## src/rtl/dmem_arbiter.sv

```systemverilog
// Data-memory port arbiter: CPU pass-through with absolute priority, one-entry debug/DMA holding slot.
// Optional starvation flag built when DMEM_ARB_STARVE_EN is defined.
module dmem_arbiter #(
    parameter int STARVE_LIMIT = 16
) (
    input  logic        clk,
    input  logic        rst_n,
    input  logic [31:0] cpu_addr,
    input  logic [31:0] cpu_wrdata,
    input  logic        cpu_memwrite,
    input  logic        cpu_memread,
    input  logic [3:0]  cpu_sign_mask,
    input  logic        dbg_valid,
    output logic        dbg_ready,
    input  logic        dbg_write,
    input  logic [31:0] dbg_addr,
    input  logic [31:0] dbg_wrdata,
    input  logic [3:0]  dbg_sign_mask,
    output logic        dbg_done,
    output logic [31:0] dbg_rdata,
    output logic [31:0] mem_addr,
    output logic [31:0] mem_wrdata,
    output logic        mem_memwrite,
    output logic        mem_memread,
    output logic [3:0]  mem_sign_mask,
    input  logic [31:0] mem_rddata,
    output logic        cpu_stall_req
);

    typedef enum logic [1:0] {IDLE, PEND, RESP} state_t;

    state_t      r_state;
    logic        r_ready;
    logic        r_done;
    logic [31:0] r_rdata;
    logic        r_hold_write;
    logic [31:0] r_hold_addr;
    logic [31:0] r_hold_wrdata;
    logic [3:0]  r_hold_mask;

    logic w_cpu_active;
    logic w_issue;

    assign w_cpu_active = cpu_memread | cpu_memwrite;
    assign w_issue      = (r_state == PEND) && !w_cpu_active;

    // NOTE: every output gets a default first so no path leaves a latch behind.
    always_comb begin
        mem_addr      = '0;
        mem_wrdata    = '0;
        mem_memwrite  = 1'b0;
        mem_memread   = 1'b0;
        mem_sign_mask = '0;
        if (w_cpu_active) begin
            mem_addr      = cpu_addr;
            mem_wrdata    = cpu_wrdata;
            mem_memwrite  = cpu_memwrite;
            mem_memread   = cpu_memread;
            mem_sign_mask = cpu_sign_mask;
        end else if (w_issue) begin
            mem_addr      = r_hold_addr;
            mem_wrdata    = r_hold_wrdata;
            mem_memwrite  = r_hold_write;
            mem_memread   = !r_hold_write;
            mem_sign_mask = r_hold_mask;
        end
    end

    // NOTE: sequential state uses non-blocking assignments so all registers see pre-edge values.
    // NOTE: the holding register is reset too, so nothing stale can ever be issued after reset.
    always_ff @(posedge clk or negedge rst_n) begin
        if (!rst_n) begin
            r_state       <= IDLE;
            r_ready       <= 1'b1;
            r_done        <= 1'b0;
            r_rdata       <= '0;
            r_hold_write  <= 1'b0;
            r_hold_addr   <= '0;
            r_hold_wrdata <= '0;
            r_hold_mask   <= '0;
        end else begin
            r_done <= 1'b0;
            case (r_state)
                IDLE: begin
                    if (dbg_valid) begin
                        r_hold_write  <= dbg_write;
                        r_hold_addr   <= dbg_addr;
                        r_hold_wrdata <= dbg_wrdata;
                        r_hold_mask   <= dbg_sign_mask;
                        r_state       <= PEND;
                        r_ready       <= 1'b0;
                    end
                end
                PEND: begin
                    if (!w_cpu_active) begin
                        if (r_hold_write) begin
                            r_state <= IDLE;
                            r_ready <= 1'b1;
                            r_done  <= 1'b1;
                        end else begin
                            r_state <= RESP;
                        end
                    end
                end
                RESP: begin
                    // Read data from the issue cycle arrives now.
                    r_rdata <= mem_rddata;
                    r_done  <= 1'b1;
                    r_ready <= 1'b1;
                    r_state <= IDLE;
                end
                default: begin
                    r_state <= IDLE;
                    r_ready <= 1'b1;
                end
            endcase
        end
    end

    assign dbg_ready = r_ready;
    assign dbg_done  = r_done;
    assign dbg_rdata = r_rdata;

`ifdef DMEM_ARB_STARVE_EN
    localparam logic [8:0] LIMIT9 = 9'(STARVE_LIMIT);

    logic [7:0] r_starve_cnt;
    logic       r_stall;
    logic [8:0] w_cnt_inc;

    assign w_cnt_inc = {1'b0, r_starve_cnt} + 9'd1;

    always_ff @(posedge clk or negedge rst_n) begin
        if (!rst_n) begin
            r_starve_cnt <= '0;
            r_stall      <= 1'b0;
        end else if ((r_state == PEND) && w_cpu_active) begin
            r_starve_cnt <= w_cnt_inc[8] ? 8'hFF : w_cnt_inc[7:0];
            if (w_cnt_inc >= LIMIT9) r_stall <= 1'b1;
        end else begin
            r_starve_cnt <= '0;
            if (w_issue) r_stall <= 1'b0;
        end
    end

    assign cpu_stall_req = r_stall;
`else
    logic w_unused_starve;
    assign w_unused_starve = (STARVE_LIMIT != 0);
    assign cpu_stall_req   = 1'b0;
`endif

endmodule

```

## config.mk

```make
export PLATFORM = sky130hd
export DESIGN_NAME = dmem_arbiter
export DESIGN_NICKNAME = d
export VERILOG_FILES = /design/src/rtl/dmem_arbiter.sv
export SDC_FILE = /design/constraint.sdc
export NUM_CORES = 1
export LEC_CHECK = 0
export ABC_AREA = 1
export BUFFER_PORTS_ARGS = -buffer_cell sky130_fd_sc_hd__buf_2
export CAP_MARGIN = 40
export CORE_ASPECT_RATIO = 1.75
export CORE_MARGIN = 2
export CORE_UTILIZATION = 35
export DETAILED_ROUTE_END_ITERATION = 8
export PLACE_DENSITY = 0.64
export SKIP_CTS_REPAIR_TIMING = 1
export SLEW_MARGIN = 20
export SYNTH_ARGS = -nofsm -noshare
export SYNTH_HDL_FRONTEND = slang
export SYNTH_SLANG_ARGS = --single-unit
```

## constraint.sdc

```tcl
create_clock -name clk -period 4.55 [get_ports clk]
set_clock_uncertainty 0.1 [all_clocks]
set_input_delay 1.1375 -clock clk [delete_from_list [all_inputs] [get_ports clk]]
set_output_delay 1.1375 -clock clk [all_outputs]
set_load 0.01 [all_outputs]
```

; Word-level counts from Yosys, hierarchy flattened
; Cells that the tools add are included.
[word_totals]
latchBits = 0
mem_bits_ro = 0
memories = 0
word_cells = 42
ram_bits = 0
regBits = 105
out_inout_bits = 105
inputBits = 174
[classes]
mul = 0
n_addsub = 0
n_eq_ne = 5
n_bitwise = 1
n_reduce_logical = 7
n_mux = 21
shift = 0
order_cmp = 0
n_div = 0
[ops]
columns = cell, n
row1 = 32-bit two-way mux, 4
row2 = 1-bit two-way mux, 9
row3 = 4-bit two-way mux, 2
row4 = 2-bit two-way mux, 3
row5 = 2-bit != test (second input constant), 3
row6 = 1-bit case mux with 2 select lines, 2
row7 = 2-bit case mux with 2 select lines, 1
row8 = 2-bit AND reduction, 2
row9 = 3-bit AND reduction, 1
row10 = 2-bit by 1-bit equality test with 1-bit output (second input constant), 1
row11 = 2-bit equality test (second input constant), 1
row12 = 1-bit zero test, 2
row13 = 2-bit zero test, 1
row14 = 1-bit logical AND, 1
row15 = 1-bit OR, 1

; Longest topological paths before layout
[depth]
depth_word = 5
ltp_mapped = 8
ltp_nobuf = 7

; Worst setup path before layout
; Ideal clock, no wire load.
[synth_timing]
path_kind = input-to-output
from = in cpu_memread
to = out mem_addr[26]
arrival_ps = 1799
t_required_ps = 3313
path_buffers = 3
setup_slack_ps = 1514
cell_stages = 5
cell_sequence = buf_4 > buf_6 > clkbuf_2 > o21ai_0 > nand2_1
[synth_between]
elab_chain_len = 5
[synth_lines]
columns = element, line
row1 = start: declaration, 11  ; input logic cpu_memread,
row2 = 1-bit OR *, 44  ; assign w_cpu_active = cpu_memread | cpu_memwrite;
row3 = 1-bit zero test, n/a
row4 = 1-bit logical AND, 45  ; assign w_issue = (r_state == PEND) && !w_cpu_active;
row5 = 32-bit two-way mux, 60  ; end else if (w_issue) begin
row6 = 32-bit two-way mux *, 54  ; if (w_cpu_active) begin
row7 = end: declaration, 21  ; output logic [31:0] mem_addr,
; Mark *: on every way between the ends. The rest lies on a longest branch, timed or not.

; Final worst setup path
[layout_timing]
from = in cpu_memwrite
to = out mem_wrdata[29]
[layout_between]
elab_chain_len = 5
[layout_lines]
columns = element, line
row1 = start: declaration, 10  ; input logic cpu_memwrite,
row2 = 1-bit OR *, 44
row3 = 1-bit zero test, n/a
row4 = 1-bit logical AND, 45
row5 = 32-bit two-way mux, 60
row6 = 32-bit two-way mux *, 54
row7 = end: declaration, 22  ; output logic [31:0] mem_wrdata,
; Marks and branches as above.

==> results.cfg <==
[synth]
synth_common_cells = nand2_1, nand3_1, dfrtp_1, o21ai_0, clkbuf_1
synth_cell_types = 23
synth_area_leaders = dfrtp_1, nand2_1, nand3_1
synth_top_area_share_pct = 49.0
synth-seq-area-share_pct = 49.5
synth_edf_count = 0
yosys_warnings = 0
avgSynthCellArea_um2 = 7.49
syn_inst = 709
synth_most_common_cell = nand2_1
netlist_area_um2 = 5310
synth-seq-cells = 105
synth_largest_area_cell = dfrtp_1
ys_async_sr_fraction_pct = 100
syn-num-nets = 888
synthFlopType = dfrtp_1

[setup_path]
rrSetupSlack_ns = 2.48
path_buf_inv = 3
crit_cells = 6
r2r_start = r_state[1]
rr_endpoint = r_state[1]
crit_family = buffers and inverters
cp-end-kind = primary output
path_max_fanout = 41
cp_common_cell = buf_2
reg2regPathDepth = 8
cp-start-kind = primary input
critPathKind = in2out
slowest_stage = nor2_8
worstPathArrival_ns = 2.56
required_ns = 3.31
crit_chain = buf_2 -> nor2_8 -> buf_12 -> nand3_1 -> nand2_1 -> buf_2
cpPeakStageDelay_ns = 0.45

[final_layout]
fillers = 1609
register_area_um2 = 2630
area_growth_pct = 33.5
final_area_um2 = 7090
layout-drive-gt1-share_pct = 32.6
nets = 1128
multi_input_area_um2 = 2340

[global_route]
grt_pass1_wl_um = 26900
antenna_found_initial = 3
overflow = 0
grt_pass1_vias = 5351
grt_max_degree = 72
grt.total_usage_pct = 20.3

[sta]
fin_setup_tns_ns = 0
fin_crit_sh_pct = 83.5
maxSlewViolCount = 0
min_period_ns = 3.80
setup_violations = 0
fmax_ghz = 0.263
worstMarginPinSlew_ns = 0.798
finalHoldViolations = 0
relSlewSlack_pct = 46.8
rsz0062_at_grt = false

[placed_design]
postPlaceCellArea_um2 = 6760
dp_hpwl_um = 11700
portBuffers = 277
gp_congestion = 0.856

[detailed_routing]
via_per_inst = 4.79
vias = 5458
drt_pre_antenna_iters = 6
drt_iter0_markers = 241
ant_nets = 0
wire_per_inst_um = 14.4
wirelength_um = 16400
route.detailed.drc = 0

[cts]
cts_tree = yes
h-tree-depth = 3
root_buffer = clkbuf_16
cts_buffers = 9
clock_path_buffers = 2
clock_sinks = 105
clk_latency_ns = 0.33
clk_pin_slew_ns = 0.07

[die]
die_h_um = 167
io_pins = 279
num_rows = 59
die_area_um2 = 16200
die_x_um = 97.1
core_um2 = 14800
start_util_pct = 35.8

[pwr]
p_leak_nw = 4.07
p_per_area_nw_per_um2 = 559
ir_drop_uv = 243

[worst_hold_path]
min_delay_worst_endpoint = dbg_ready
hold_depth = 2
hold_class = reg2reg
min_from = dbg_ready

[job]
maxCapViolations = 0

[status]
status = completed
## cell type report
cell class | count | share of cell area [%]
Antenna cell | 3 | 0.106
Clock inverter | 6 | 1.02
Clock buffer | 10 | 3.23
Inverter | 8 | 0.423
Sequential cell | 105 | 37.1
Timing Repair Buffer | 291 | 21.9
Tap cell | 183 | 3.23
Multi-Input combinational cell | 534 | 33.0
## how the worst max path moves through the flow
| stage | from | endpoint | slack (ns) |
|---|---|---|---|
| final | cpu_memwrite | mem_wrdata[29] | 0.75 |
| after global routing | cpu_memwrite | mem_wrdata[29] | 0.59 |
| after CTS | cpu_memwrite | mem_wrdata[29] | 0.71 |
| after detailed placement | cpu_memwrite | mem_wrdata[29] | 0.72 |
| after global placement | cpu_memwrite | mem_wrdata[29] | 0.73 |
| after floorplan | cpu_memread | mem_addr[26] | 1.51 |
## cells in the final DEF, fill, tap and decap left out, types with 2 or more instances in the layout
master,count
ha_2,2
clkbuf_16,9
ha_1,3
buf_16,2
inv_6,3
o21ai_0,67
diode_2,3
nor2_1,3
nand2_1,312
buf_2,276
nand3_1,138
dfrtp_1,104
o21ai_1,2
inv_1,8
buf_4,11
## metrics by stage
stage	total power [mW]	std cells	hold slack (ns)	worst slack [ns]	util [%]
floorplan	2.62	709	0.343	1.51	-
global placement	3.16	1118	0.348	0.730	45.2
detailed placement	3.22	1120	0.349	0.715	45.5
CTS	4.03	1136	0.360	0.714	47.6
global route	4.32	1140	0.388	0.592	47.8
finish	3.96	1140	0.359	0.749	47.8
## cell families (layout without fill, tap and decap cells)
group	count (synthesis)	in the layout	synth area share [%]
compound gates	72	72	6.88
fa+ha+maj	5	5	1.18
buf+inv	70	315	6.55
flops	105	105	49.5
other cells	1	4	0.0706
simple gates	456	456	35.9
## where the power goes
| part | total [mW] | switching, mW | internal [mW] |
|---|---|---|---|
| sequential | 1.63 | 0.245 | 1.39 |
| combinational | 1.54 | 0.972 | 0.566 |
| clock | 0.793 | 0.359 | 0.434 |
## routing by layer
metal	share of wire, %	vias to the layer above	track usage [%]	wire length (um)
met5	0	-	0	0
met4	2.9	0	8.02	472
met3	5.2	28	3.65	850
met2	52	172	37.0	8600
met1	40	2491	23.1	6490
li1	-	2767	-	-
## worst register-to-register path: stages (launching register included)
cell	delay (ns)
dfrtp_1	0.39
inv_1	0.14
ha_2	0.22
buf_4	0.60
nand2_1	0.19
nand2_1	0.16
inv_1	0.07
nand2_1	0.06
nand2_1	0.05
## state kept, by name, indices dropped and copies added, names as in the netlist
name,count
dbg_ready,1
r_hold_mask,4
r_hold_write,1
r_hold_addr,32
r_state,2
dbg_done,1
dbg_rdata,32
r_hold_wrdata,32
Note: power is estimated with default switching activity, not from simulation.
